===== config.mk =====
export PLATFORM = sky130hd
export DESIGN_NAME = nibble_sort_sequencer
export DESIGN_NICKNAME = d
export VERILOG_FILES = /design/src/rtl/sorter_pkg.sv /design/src/rtl/sortingNetwork.sv /design/src/rtl/nibble_sort_sequencer.sv
export SDC_FILE = /design/constraint.sdc
export NUM_CORES = 1
export LEC_CHECK = 0
export ABC_AREA = 1
export BUFFER_PORTS_ARGS = -buffer_cell sky130_fd_sc_hd__buf_2
export CAP_MARGIN = 10
export CORE_ASPECT_RATIO = 0.5
export CORE_UTILIZATION = 40
export DETAILED_ROUTE_END_ITERATION = 10
export PLACE_DENSITY = 0.63
export SLEW_MARGIN = 20
export SYNTH_ARGS = -nofsm -noshare
export SYNTH_HDL_FRONTEND = slang
export SYNTH_SLANG_ARGS = --single-unit
export TNS_END_PERCENT = 100

===== constraint.sdc =====
create_clock -name clk -period 3.9 [get_ports clk]
set_clock_uncertainty 0.2 [all_clocks]
set_input_delay 0.195 -clock clk [delete_from_list [all_inputs] [get_ports clk]]
set_output_delay 0.195 -clock clk [all_outputs]
set_load 0.02 [all_outputs]

===== src/rtl/sorter_pkg.sv =====
// Shared widths, word layout and FSM encoding for the nibble sorter.
// Lane 3 of a word is bits [15:12]; lane 0 is bits [3:0].
package sorter_pkg;
  localparam int NIBBLE_W = 4;
  localparam int LANES    = 4;

  typedef logic [LANES-1:0][NIBBLE_W-1:0] sort_word_t;

  typedef enum logic [1:0] {
    LOAD = 2'd0,
    SORT = 2'd1,
    EMIT = 2'd2
  } sort_state_e;
endpackage


===== src/rtl/sortingNetwork.sv =====
// Combinational 4-lane compare-exchange network.
// Output lanes are ordered so that lane 3 >= lane 2 >= lane 1 >= lane 0.
module sortingNetwork
  import sorter_pkg::*;
(
  input  sort_word_t i,
  output sort_word_t o
);

  sort_word_t a, b;

  // Returns {max, min} of two unsigned nibbles.
  function automatic logic [2*NIBBLE_W-1:0] cx(input logic [NIBBLE_W-1:0] x,
                                               input logic [NIBBLE_W-1:0] y);
    return (x >= y) ? {x, y} : {y, x};
  endfunction

  always_comb begin
    a = '0;
    b = '0;
    o = '0;
    {a[3], a[2]} = cx(i[3], i[2]);
    {a[1], a[0]} = cx(i[1], i[0]);
    {b[3], b[1]} = cx(a[3], a[1]);
    {b[2], b[0]} = cx(a[2], a[0]);
    o[3] = b[3];
    o[0] = b[0];
    {o[2], o[1]} = cx(b[2], b[1]);
  end

endmodule


===== src/rtl/nibble_sort_sequencer.sv =====
// Serial load -> one-cycle sort -> serial emit wrapper around sortingNetwork.
// One word in flight at a time; input and output phases never overlap.
module nibble_sort_sequencer
  import sorter_pkg::*;
#(
  parameter bit ASCEND = 1'b0
) (
  input  logic                clk,
  input  logic                nrst,
  input  logic                in_valid,
  output logic                in_ready,
  input  logic [NIBBLE_W-1:0] in_data,
  output logic                out_valid,
  input  logic                out_ready,
  output logic [NIBBLE_W-1:0] out_data,
  output logic                out_last,
  output logic                busy
);

  sort_state_e state_q, state_d;
  logic [1:0]  cnt_q, cnt_d;
  sort_word_t  stage_q, stage_d;
  sort_word_t  res_q, res_d;
  sort_word_t  sorted;
  logic [1:0]  lane;

  sortingNetwork u_net (
    .i (stage_q),
    .o (sorted)
  );

  always_ff @(posedge clk) begin
    if (!nrst) begin
      state_q <= LOAD;
      cnt_q   <= '0;
      stage_q <= '0;
      res_q   <= '0;
    end else begin
      state_q <= state_d;
      cnt_q   <= cnt_d;
      stage_q <= stage_d;
      res_q   <= res_d;
    end
  end

  always_comb begin
    state_d = state_q;
    cnt_d   = cnt_q;
    stage_d = stage_q;
    res_d   = res_q;
    unique case (state_q)
      LOAD: begin
        if (in_valid) begin
          // First accepted nibble lands in the top lane.
          stage_d[~cnt_q] = in_data;
          cnt_d           = cnt_q + 2'd1;
          if (cnt_q == 2'd3) state_d = SORT;
        end
      end
      SORT: begin
        res_d   = sorted;
        state_d = EMIT;
      end
      EMIT: begin
        if (out_ready) begin
          cnt_d = cnt_q + 2'd1;
          if (cnt_q == 2'd3) state_d = LOAD;
        end
      end
      default: begin
        state_d = LOAD;
        cnt_d   = '0;
      end
    endcase
  end

  // Descending walks lanes 3..0, ascending walks 0..3.
  assign lane      = ASCEND ? cnt_q : ~cnt_q;
  assign in_ready  = nrst && (state_q == LOAD);
  assign out_valid = (state_q == EMIT);
  assign out_data  = out_valid ? res_q[lane] : '0;
  assign out_last  = out_valid && (cnt_q == 2'd3);
  assign busy      = (state_q != LOAD) || (cnt_q != 2'd0);

endmodule


Yosys cells after proc, flatten, opt, wreduce, memory -nomap -nowiden
Index checks and enable logic that the tools add are counted.
{"block": "classes", "n_mux": 19, "eq_ne": 7, "magnitude_cmp": 7, "bitwise": 2, "n_addsub": 1, "reduce_logical": 10}
{"operator": "$mux W8", "count": 5}
{"operator": "$ge A4 B4 Y1", "count": 5}
{"operator": "$bwmux W16", "count": 1}
{"operator": "$mux W2", "count": 6}
{"operator": "$mux W4", "count": 3}
{"operator": "$pmux W2 S3", "count": 2}
{"operator": "$bmux W4 S2", "count": 1}
{"operator": "$demux W4 S2", "count": 1}
{"operator": "$eq A2 B2 Y1 const B", "count": 2}
{"operator": "$ne A2 B1 Y1 const B", "count": 2}
{"operator": "$ne A2 B2 Y1 const B", "count": 2}
{"operator": "$reduce_and A4 Y1", "count": 1}
{"operator": "$reduce_bool A2 Y1", "count": 2}
{"operator": "$logic_and A1 B1 Y1", "count": 3}
{"operator": "$lt A2 B3 Y1 const B", "count": 1}
{"operator": "$reduce_and A3 Y1", "count": 1}
{"operator": "$add A2 B1 Y2 const B", "count": 1}
{"operator": "$eq A2 B1 Y1 const B", "count": 1}
{"operator": "$ge A2 B1 Y1 const B", "count": 1}
{"operator": "$logic_not A2 Y1", "count": 1}
{"operator": "$not A2 Y2", "count": 1}
{"operator": "$reduce_and A2 Y1", "count": 1}
{"operator": "$logic_or A1 B1 Y1", "count": 1}
{"operator": "$not A1 Y1", "count": 1}
{"block": "totals", "out_inout_bits": 8, "reg_bits": 36, "in_bits": 8}

Depth between registers and ports, before layout
{"block": "logic_depth", "depth_word": 6, "ltp_mapped": 31, "mapped_depth_nobuf": 29}

By module
A second synthesis with hierarchy kept.
{"block": "hier_totals", "cells_unflattened": 422, "hier_area_um2": 2661.3}
{"module": "nibble_sort_sequencer", "instances": 1, "cells_each": 219, "area_each_um2": 1522.7}
{"module": "sortingNetwork", "instances": 1, "cells_each": 203, "area_each_um2": 1138.6}

Least setup slack after synthesis
Ideal clock, no wire load.
{"block": "synth_path", "kind": "reg2reg", "start": "reg stage_q[3] (netlist bit)", "end": "reg res_q[11] (netlist bit)", "synth_period_minus_slack_ns": 4.070, "required_ns": 3.630, "setup_slack_ns": -0.170, "arrival_ns": 3.800, "path_buffers": 1, "path_stages_with_launch": 22, "path_cell_list": "dfxtp_1 -> inv_1 -> ha_1 -> a21oi_4 -> nand3_4 -> buf_6 -> o21ai_0 -> inv_1 -> ha_1 -> a21oi_1 -> nand3_1 -> and2_1 -> ha_1 -> inv_1 -> nor2_1 -> o21ai_0 -> nand2_1 -> a31oi_2 -> inv_1 -> nand3_1 -> nand3_1 -> a21oi_1"}
{"block": "synth_via", "elab_chain_len": 6, "word_cells_on_any_way": 8}
{"element": "from (decl)", "line_no": "nibble_sort_sequencer.sv:22", "text": "sort_word_t stage_q, stage_d;"}
{"element": "from (signal assigned)", "line_no": "nibble_sort_sequencer.sv:41", "text": "stage_q <= stage_d;"}
{"element": "$ge A4 B4 Y1", "line_no": "sortingNetwork.sv:15", "text": "return (x >= y) ? {x, y} : {y, x};"}
{"element": "$mux W8 (*)", "line_no": "sortingNetwork.sv:15"}
{"element": "$ge A4 B4 Y1", "line_no": "sortingNetwork.sv:15"}
{"element": "$mux W8", "line_no": "sortingNetwork.sv:15"}
{"element": "$ge A4 B4 Y1", "line_no": "sortingNetwork.sv:15"}
{"element": "$mux W8 (*)", "line_no": "sortingNetwork.sv:15"}
{"element": "to (signal assigned)", "line_no": "nibble_sort_sequencer.sv:42", "text": "res_q <= res_d;"}
{"element": "to (decl)", "line_no": "nibble_sort_sequencer.sv:23", "text": "sort_word_t res_q, res_d;"}
Every way passes the cells marked *; elsewhere a longest branch is shown, timed or not.
A chain may end at the register's enable or synchronous reset.

Worst setup path in the final report
{"block": "layout_path", "start": "reg stage_q[11] (netlist bit)", "end": "reg res_q[7] (netlist bit)"}
Same word-level chain as after synthesis.

==> flow_metrics.env <==
export IMPL_gp_congestion=0.871
export IMPL_p_comb_frac=0.594
export IMPL_gr_total_overflow=0
export IMPL_wl_per_cell_um=14.5
export IMPL_regToRegSetupSlack_ns=0.07
export IMPL_finalSetupViolCount=0
export IMPL_hold_buffers=0
export IMPL_yosysWarnings=0
export IMPL_clk_latency_ns=0.28
export IMPL_reg2reg_depth=25
export IMPL_slew_limit_headroom=0.382
export IMPL_rsz0062_at_grt="yes"
export IMPL_crit_path_start_kind="flip-flop"
export IMPL_synth_fp_nets=413
export IMPL_synthArstFlopShare=0
export IMPL_numClockSinks=36
export IMPL_route_detailed_drc=0
export IMPL_p_switching_uw=987
export IMPL_vdd_drop_max_mv=0.296
export IMPL_num_nets_final=475
export IMPL_cts_max_path_buffers=2
export IMPL_fmax_mhz=261
export IMPL_maxCapViolCount=0
export IMPL_cp_required_ns=3.83
export IMPL_design_portCount=16
export IMPL_worstPathArrival_ns=3.76
export IMPL_p_clk_frac=0.240
export IMPL_worst_hold_slack_ns=0.0190
export IMPL_internal_power_uw=1450
export IMPL_cts_htree_levels=2
export IMPL_cp_max_fo=8
export IMPL_p_per_area_nw_per_um2=645
export IMPL_final_antenna_net_count=0
export IMPL_setup_ws_ns=0.0708
export IMPL_n_antenna_cell=0
export IMPL_worstSetupPathType="flip-flop to flip-flop"
export IMPL_root_buffer="clkbuf_16"
export IMPL_grt_antenna_before_repair=0
export IMPL_hold_depth=3
export IMPL_switching_share=0.405
export IMPL_synth_top_area_cell="dfxtp_1"
export IMPL_grt_use_total=0.217
export IMPL_dp_hpwl_mm=5.42
export IMPL_grt_pass1_vias=2526
export IMPL_drt_iter0_markers=134
export IMPL_cts_tree="yes"
export IMPL_grt_max_degree=24
export IMPL_dieArea_um2=6860
export IMPL_port_buffers=15
export IMPL_hold_end="stage_q[7]"
export IMPL_netlist_area_leader_share=0.277
export IMPL_die_h_um=59.1
export IMPL_pwr_share_seq=0.167
export IMPL_min_from="in_data[3]"
export IMPL_syn_inst=383
export IMPL_avgSynthCellArea_um2=6.80
export IMPL_dp_slack_ns=-0.0995
export IMPL_hold_path_class="input port to flip-flop"
export IMPL_r2r_end="res_q[7]"
export IMPL_clk_pin_slew_worst_paths_ns=0.06
export IMPL_synth_top_cells_by_area="dfxtp_1 (28%), nand2_1 (11%), ha_1 (11%), a21oi_1 (9.0%), o21ai_0 (7.7%)"
export IMPL_netlist_area_um2=2610
export IMPL_numCtsBuffers=5
export IMPL_r2r_start="stage_q[11]"
export IMPL_worst_slew_pin_slew_ns=0.924
export IMPL_layout_common_cells="nand2_1 (63), buf_4 (46), a21oi_1 (37)"
export IMPL_syn_to_final_growth_pct=44.7
export IMPL_report_final_slew_viol_count=0
export IMPL_min_period_ns=3.83
export IMPL_via_per_inst=5.18
export IMPL_ys_flop_type="dfxtp_1"
export IMPL_final_common_cell="nand2_1"
export IMPL_nFillCells=547
export IMPL_hold_viol=0
export IMPL_cp_end_kind="flip-flop"
export IMPL_synth_cell_types=27
export IMPL_p_leak_uw=0.00162
export IMPL_status="complete, no violations"
export IMPL_row_count=20
export IMPL_grt_pass1_wl_mm=11.5
export IMPL_initial_core_util=0.422
export IMPL_synth_edff_count=0
export IMPL_die_w_um=116
export IMPL_p_total_uw=2430
export IMPL_synth_seq_cells=36
export IMPL_core_area_um2=6180
export IMPL_finalCritPeriodShare=0.982
export IMPL_synth_seq_area_share=0.277
export IMPL_finalWirelength_mm=7.74
export IMPL_layout_drive_gt1_share=0.419
export IMPL_vias=2768
export IMPL_dr_pass1_iters=4
cells by family after synthesis:
family	after synthesis	synth area share
simple gates	163	0.304
compound gates	101	0.215
buf+inv	61	0.0994
flops	36	0.277
fa+ha+maj	22	0.106
worst max-delay path by stage:
stage,startpoint,end,cells after the start
floorplan,stage_q[11],res_q[6],27
global placement,stage_q[11],res_q[10],25
detailed placement,stage_q[10],res_q[10],22
CTS,stage_q[3],res_q[10],28
global route,stage_q[11],res_q[6],25
finish,stage_q[11],res_q[7],25
critical path, stage by stage (launching register included):
cell	delay, ns
dfxtp_2	0.35
inv_2	0.06
ha_4	0.29
nand2_4	0.05
inv_4	0.07
nand2_4	0.07
nand3_4	0.17
buf_6	0.16
nand2_4	0.06
o21ai_4	0.06
inv_2	0.08
ha_4	0.29
nand2_2	0.05
a21oi_2	0.16
nand2_4	0.11
nand2_4	0.12
nand2_2	0.08
and2_1	0.18
ha_4	0.23
a21oi_1	0.18
nand2_2	0.08
a31oi_4	0.19
buf_6	0.18
nand3_2	0.09
nand3_2	0.07
a21oi_2	0.05
cells in the mapped netlist, types with 3 or more instances:
library cell  number
buf_6              3
a21oi_1           47
o21ai_0           40
o21ai_1            4
inv_1             47
nand2_1           74
and2_1             4
clkbuf_1           7
nand2_2            9
nand4_1            6
nand2_4            8
nor2_1            25
nand3_1           34
ha_1              22
dfxtp_1           36
per-stage QoR:
stage	setup TNS (ns)	cells	util	cell area, um2
6_report	0	534	0.610	3770
5_1_grt	-0.695	534	0.610	3770
4_1_cts	0	521	0.534	3300
3_5_place_dp	-0.686	509	0.484	2990
3_3_place_gp	0	509	0.484	2990
2_1_floorplan	0	383	-	2620
registers in the layout, indices dropped and copies added, names as in the netlist:
name     cells
cnt_q        2
state_q      2
stage_q     16
res_q       16
repair_timing:
action | 4_1_cts | 5_1_grt
pin swaps | 2 | 43
gates cloned | 0 | 1
buffers inserted | 4 | 12
gates resized for setup | 14 | 92
endpoints found under the setup margin | 8 | 8
layer usage:
| layer | up-vias | wire (um) | track usage |
|---|---|---|---|
| met3 | 14 | 381 | 0.0409 |
| met4 | 0 | 85 | 0.0311 |
| met2 | 69 | 3660 | 0.387 |
| li1 | 1397 | - | - |
| met5 | - | 0 | 0 |
| met1 | 1288 | 3610 | 0.283 |
power by group through the flow:
stage	Clock [uW]	Sequential (uW)	Combinational, uW
2_1_floorplan	0	403	731
3_3_place_gp	0	408	957
3_5_place_dp	0	408	990
4_1_cts	587	401	1070
5_1_grt	606	408	1560
6_report	584	405	1440
cell type report:
cell class	count	area (um2)	share of cell area
repair buffers	66	477	0.126
inverters	49	189	0.0501
flip-flops and latches	36	732	0.194
well taps	88	110	0.0292
clock inverters	3	90.1	0.0239
multi-input cells	287	2050	0.543
clock buffers	5	125	0.0332
No activity file was read; power rests on OpenSTA's default activity.
